## src/rtl/calyx_fsm_pkg.sv

```systemverilog
// calyx_fsm_pkg: shared state encoding and limits for the calyx FSM controllers
package calyx_fsm_pkg;

    typedef enum logic [1:0] {
        IDLE = 2'd0,
        RUN  = 2'd1,
        DONE = 2'd2,
        ERR  = 2'd3
    } par_state_e;

    localparam int FSM_PAR_MAX_CHILD = 16;

endpackage

```

## src/rtl/fsm_wdog.sv

```systemverilog
// fsm_wdog: run-length watchdog; counts enabled cycles and flags the limit cycle
//  clk     in   clock
//  reset   in   async active-high reset
//  clr     in   synchronous clear of the count
//  en      in   count this cycle
//  expire  out  high while en=1 and count == LIMIT-1
module fsm_wdog #(
    parameter int W     = 16,
    parameter int LIMIT = 1000
) (
    input  logic clk,
    input  logic reset,
    input  logic clr,
    input  logic en,
    output logic expire
);

    logic [W-1:0] cnt;

    always_ff @(posedge clk or posedge reset) begin
        if (reset)
            cnt <= '0;
        else if (clr)
            cnt <= '0;
        else if (en)
            cnt <= cnt + 1'b1;
    end

    assign expire = en && (cnt == W'(LIMIT - 1));

endmodule

```

## src/rtl/fsm_par_ctrl.sv

```systemverilog
// fsm_par_ctrl: fans one go request out to N children and returns ready once all are done
//  clk          in   clock
//  reset        in   async active-high reset
//  valid        in   go request from the parent
//  ready        out  all children done; held until valid drops
//  valid_child  out  per-child go, cleared per child once its done is latched
//  ready_child  in   per-child done
//  err          out  watchdog expired, sticky until reset
//  Optional watchdog: define FSM_PAR_WDOG_EN to enable the RUN-length limit and ERR state.
module fsm_par_ctrl
    import calyx_fsm_pkg::*;
#(
    parameter int N_CHILD    = 4,
    parameter int WDOG_W     = 16,
    parameter int WDOG_LIMIT = 1000
) (
    input  logic               clk,
    input  logic               reset,
    input  logic               valid,
    output logic               ready,
    output logic [N_CHILD-1:0] valid_child,
    input  logic [N_CHILD-1:0] ready_child,
    output logic               err
);

    if (N_CHILD < 1 || N_CHILD > FSM_PAR_MAX_CHILD || WDOG_W < 1 || WDOG_LIMIT < 1)
        $error("fsm_par_ctrl: parameter out of range");

    par_state_e         state_q, state_d;
    logic [N_CHILD-1:0] done_mask;
    logic               all_done;
    logic               wdog_expire;

    // Same-cycle dones count toward completion without waiting for the latch.
    assign all_done = &(done_mask | ready_child);

`ifdef FSM_PAR_WDOG_EN
    fsm_wdog #(.W(WDOG_W), .LIMIT(WDOG_LIMIT)) u_wdog (
        .clk    (clk),
        .reset  (reset),
        .clr    (state_q == IDLE && valid),
        .en     (state_q == RUN),
        .expire (wdog_expire)
    );
    assign err = (state_q == ERR);
`else
    assign wdog_expire = 1'b0;
    assign err         = 1'b0;
`endif

    always_ff @(posedge clk or posedge reset) begin
        if (reset) begin
            state_q   <= IDLE;
            done_mask <= '0;
        end else begin
            state_q   <= state_d;
            // Outside RUN the mask is held clear so every run starts fresh.
            done_mask <= (state_q == RUN) ? (done_mask | ready_child) : '0;
        end
    end

    always_comb begin
        state_d     = state_q;
        ready       = 1'b0;
        valid_child = '0;
        case (state_q)
            IDLE: state_d = valid ? RUN : IDLE;
            RUN: begin
                valid_child = ~done_mask;
                // Completion on the limit cycle takes priority over expiry.
                state_d = all_done ? DONE : (wdog_expire ? ERR : RUN);
            end
            DONE: begin
                ready   = 1'b1;
                state_d = valid ? DONE : IDLE;
            end
            default: state_d = ERR;
        endcase
    end

endmodule

```

## config.mk

```make
export PLATFORM = sky130hd
export DESIGN_NAME = fsm_par_ctrl
export DESIGN_NICKNAME = d
export VERILOG_FILES = /design/src/rtl/calyx_fsm_pkg.sv /design/src/rtl/fsm_wdog.sv /design/src/rtl/fsm_par_ctrl.sv
export SDC_FILE = /design/constraint.sdc
export NUM_CORES = 1
export LEC_CHECK = 0
export CORE_AREA = 2 2 39 41
export CTS_CLUSTER_DIAMETER = 200
export DETAILED_ROUTE_END_ITERATION = 7
export DIE_AREA = 0 0 41 43
export SYNTH_ARGS = -nofsm -noshare
export SYNTH_HDL_FRONTEND = slang
export SYNTH_SLANG_ARGS = --single-unit
```

## constraint.sdc

```tcl
create_clock -name clk -period 2.5 [get_ports clk]
set_clock_uncertainty 0.2 [all_clocks]
set_input_delay 0.625 -clock clk [delete_from_list [all_inputs] [get_ports clk]]
set_output_delay 0.625 -clock clk [all_outputs]
set_load 0.005 [all_outputs]
```

=== After elaboration in Yosys (flattened, before gate mapping) ===
Index checks and enable logic that the tools add are counted.

* Add/sub/neg operators: 0
* Multipliers: 0
* Divide/modulo/power cells: 0
* Order comparisons: 0
* Equality and inequality tests: 2
* Shifts and indexed selects: 0
* Multiplexer cells: 7
* Bitwise operators: 2
* Reductions and logical operators: 2

{| class="wikitable"
|+ Operators with widths
! kind !! number
|-
| $mux W4 || 2
|-
| $pmux W2 S3 || 1
|-
| $mux W2 || 2
|-
| $not A4 Y4 || 1
|-
| $or A4 B4 Y4 || 1
|-
| $reduce_and A4 Y1 || 1
|-
| $eq A2 B1 Y1 const B || 1
|-
| $eq A2 B2 Y1 const B || 1
|-
| $logic_not A2 Y1 || 1
|-
| $mux W1 || 2
|}

* Register bits after elaboration: 6
* Bits in latches: 0
* Bits in writable memories: 0
* ROM bits: 0
* Bits of input ports: 7
* Output and inout port bits: 6
* Word-level logic and storage cells: 15
* Memories: 0

=== Longest topological paths before layout ===
* Depth in word-level cells: 4
* Gate-level depth with buffers: 3
* Gate-level depth less buffers: 3

=== Worst setup path after synthesis ===
No wires, ideal clock.

* Path kind: input port to flip-flop
* From: input port ready_child[2]
* To: register state_q[0]
* Setup time: 0.119 ns
* Data arrival time: 1.346 ns
* Required time: 2.181 ns
* Path slack: 0.835 ns
* Cell stages on the path: 3
* Path buffers: 0
* Cell sequence: nor2_1 -> or4_4 -> o21ba_1

* Cells in the longest elaborated chain, start to end: 4

{| class="wikitable"
|+ RTL lines
! item !! line !! text
|-
| from (decl) || fsm_par_ctrl.sv:22 || <nowiki>input logic [N_CHILD-1:0] ready_child,</nowiki>
|-
| $or A4 B4 Y4 || fsm_par_ctrl.sv:35 || <nowiki>assign all_done = &(done_mask | ready_child);</nowiki>
|-
| $reduce_and A4 Y1 || fsm_par_ctrl.sv:35 ||
|-
| $mux W2 || fsm_par_ctrl.sv:71 || <nowiki>state_d = all_done ? DONE : (wdog_expire ? ERR : RUN);</nowiki>
|-
| $pmux W2 S3 || fsm_par_ctrl.sv:66 || <nowiki>case (state_q)</nowiki>
|-
| net state_d[0] || fsm_par_ctrl.sv:29 || <nowiki>par_state_e state_q, state_d;</nowiki>
|-
| to (signal assigned) || fsm_par_ctrl.sv:56 || <nowiki>state_q <= state_d;</nowiki>
|-
| to (decl) || fsm_par_ctrl.sv:29 ||
|}

The timed path passes the listed nets, and every way through them passes these cells.

=== Worst setup path after layout ===
* From: register state_q[1]
* To: output port valid_child[3]

* Cells in the longest elaborated chain, start to end: 2

{| class="wikitable"
|+ RTL lines
! item !! line !! text
|-
| $eq A2 B1 Y1 || fsm_par_ctrl.sv:66 ||
|-
| $mux W4 || fsm_par_ctrl.sv:66 ||
|-
| to (decl) || fsm_par_ctrl.sv:21 || <nowiki>output logic [N_CHILD-1:0] valid_child,</nowiki>
|}

Every way passes these cells.

==> results.cfg <==
[run_status]
status = complete, no violations

[floorplan]
core_sq_um = 1380
die_h_microns = 43
rows = 14
die_area_sq_um = 1760
io_pins = 13
fp.dieW_microns = 41
start_util = 0.186

[layout]
post-route-cell-area_sq_um = 405
layout-drive-gt1-share = 0.119
layout_commonest_cell = nor2_1
fillCellCount = 160
layout_common_cells = 13 x nor2_1, 11 x clkdlybuf4s50_1, 6 x dfrtp_1, 3 x a21oi_1, 3 x clkbuf_4
layout.nets = 51
fin_util = 0.293
syn_to_final_growth_pct = 57.3
num_antenna_cells = 0

[sta]
finalCritPeriodShare = 0.925
max_freq_mhz = 432
rsz0062_at_grt = no
finalSetupViolCount = 0
hold_viol = 0
tns_ns = 0
maxSlewViolCount = 0
fin_crit_ns = 2.31

[synthesis]
ys_seq_elements = 6
synth_xor_area_frac = 0
synth-compound-area-share = 0.0971
synth_nets = 36
synth_top_cell_area_share = 0.583
avgSynthCellArea_sq_um = 8.89
synthSimpleGateAreaFrac = 0.248
synth_cells = 29
synth_fa_ha_area_frac = 0
synthMuxAreaShare = 0
synth_top_family_by_area = simple AND/OR/NAND/NOR gates
synth_area_leaders = dfrtp_1 58%, nor2_1 19%, a21oi_1 5.8%, or4_4 4.4%, o21ba_1 3.9%
syn_area_sq_um = 258
synth_top_area_cell = dfrtp_1
yosysSeqAreaShare = 0.583
yosys_warnings = 0
synth_cell_types = 9

[power]
ir_worst_vdd_uv = 405
p_per_area_nw_per_um2 = 1140
power_mw = 0.464
p_leak_nw = 0.185

[routing]
drc = 0
wl_per_cell_microns = 8.64
antenna_left = 0
dr.pass1.iters = 4
vias = 218
post_drt_via_cell_ratio = 3.76
drt_iter0_markers = 7
routed_wl_microns = 501

[grt]
grt_pass1_wl_microns = 786
grt_use_total = 0.0719
grt_antenna_before_repair = 0
grt-busiest-layer = met1
grt_pass1_vias = 204
met1_usage = 0.0894
grt_max_degree = 10
overflow = 0
use_met2 = 0.0813
grt_use_met3 = 0.0314

[clocking]
tritoncts = yes
path_clk_slew_ns = 0.05
clkSinkCount = 6
post_cts_buffers = 0
cts.path.max_buffers = 2
cts_hold_buf = 0
cts_buffers = 3
root_buffer = clkbuf_4
clk-insertion-delay-late_ns = 0.24
h-tree-depth = 1

[min_path]
hp-start = done_mask[1]
hold_path_class = flop to flop

[setup_path]
startpoint = state_q[1]
endpoint_kind = primary output
critPathLaunchType = flop
r2r-start = done_mask[2]
crit_fanout = 9
worstSetupPathType = flop to primary output
cp.required_ns = 1.67
cp_slowest_cell = clkdlybuf4s50_1
critical-path-top-delay-family = buffers and inverters
crit_buf_inv = 2
cp_slowest_stage_delay_ns = 0.51
cp.arrival_ns = 1.49
crit_path_cell_trace = inv_1 -> nand2_2 -> nor2_1 -> clkdlybuf4s50_1

[place]
port_buffers = 11
post-dp-hpwl_microns = 377
placed_area_sq_um = 380
gp_congestion = 0.738

[run]
max-cap-violations = 0
==> repair_timing <==
| action | in CTS | in global routing |
|---|---|---|
| endpoints found under the hold margin | 0 | 0 |
| setup endpoints to repair | 0 | 2 |
| resized for setup | 0 | 1 |
==> cells in the mapped netlist <==
library cell	count
nand2_1	1
conb_1	1
inv_1	2
dfrtp_1	6
or4_4	1
a21oi_1	3
o21ba_1	1
nor2_1	13
buf_4	1
==> registers in the layout (all words and copies together) (netlist names) <==
name	flops
done_mask	4
state_q	2
==> worst paths after layout <==
check | cells past startpoint | end | slack, ns
max | 4 | valid_child[3] | 0.19
min | 2 | done_mask[1] | 0.30
max reg2reg | 3 | state_q[0] | 1.07
min reg2reg | 2 | done_mask[1] | 0.30
max in group asynchronous | 2 | state_q[1] | 1.52
min in group asynchronous | 2 | done_mask[3] | 0.40
==> metrics by stage <==
stage | setup slack, ns | instances | hold WS [ns]
3_3_place_gp | 0.339 | 55 | 0.300
5_1_grt | 0.0753 | 58 | 0.331
6_report | 0.188 | 58 | 0.304
2_1_floorplan | 0.835 | 29 | 0.216
4_1_cts | 0.0774 | 58 | 0.316
3_5_place_dp | 0.328 | 55 | 0.305
==> kinds of logic after synthesis <==
family / count (synthesis)
flip-flops: 6
buffers and inverters: 3
other: 1
AND/OR/NAND/NOR: 15
AO/OA/AOI/OAI: 4
==> routing by layer <==
layer | wire length (microns) | part of all wire
met2 | 184 | 0.37
met1 | 266 | 0.53
met3 | 51 | 0.10
met4 | 0 | 0
met5 | 0 | 0
==> final cells by class <==
class                      count  area [sq um]  area share
clock buffer                   3          22.5      0.0556
inverter                       2          7.51      0.0185
multi-input combinational     20          95.1       0.235
sequential                     6           150       0.370
tap                           16          20.0      0.0494
timing repair buffer          11           110       0.272
==> worst register-to-register path: cells and delay by family, from the launching register on <==
| kind | cells | cell delay, ns |
|---|---|---|
| AOI/OAI and AO/OA | 1 | 0.19 |
| DFF | 1 | 0.34 |
| and+or+nand+nor | 2 | 0.60 |
==> report_power, final <==
part | total (mW) | switching (mW) | leakage (nW) | internal, mW
combinational | 0.213 | 0.0914 | 0.0980 | 0.122
sequential | 0.164 | 0.0245 | 0.0730 | 0.140
clock | 0.0869 | 0.0327 | 0.0138 | 0.0542
Power figures use the tool's default switching activity.
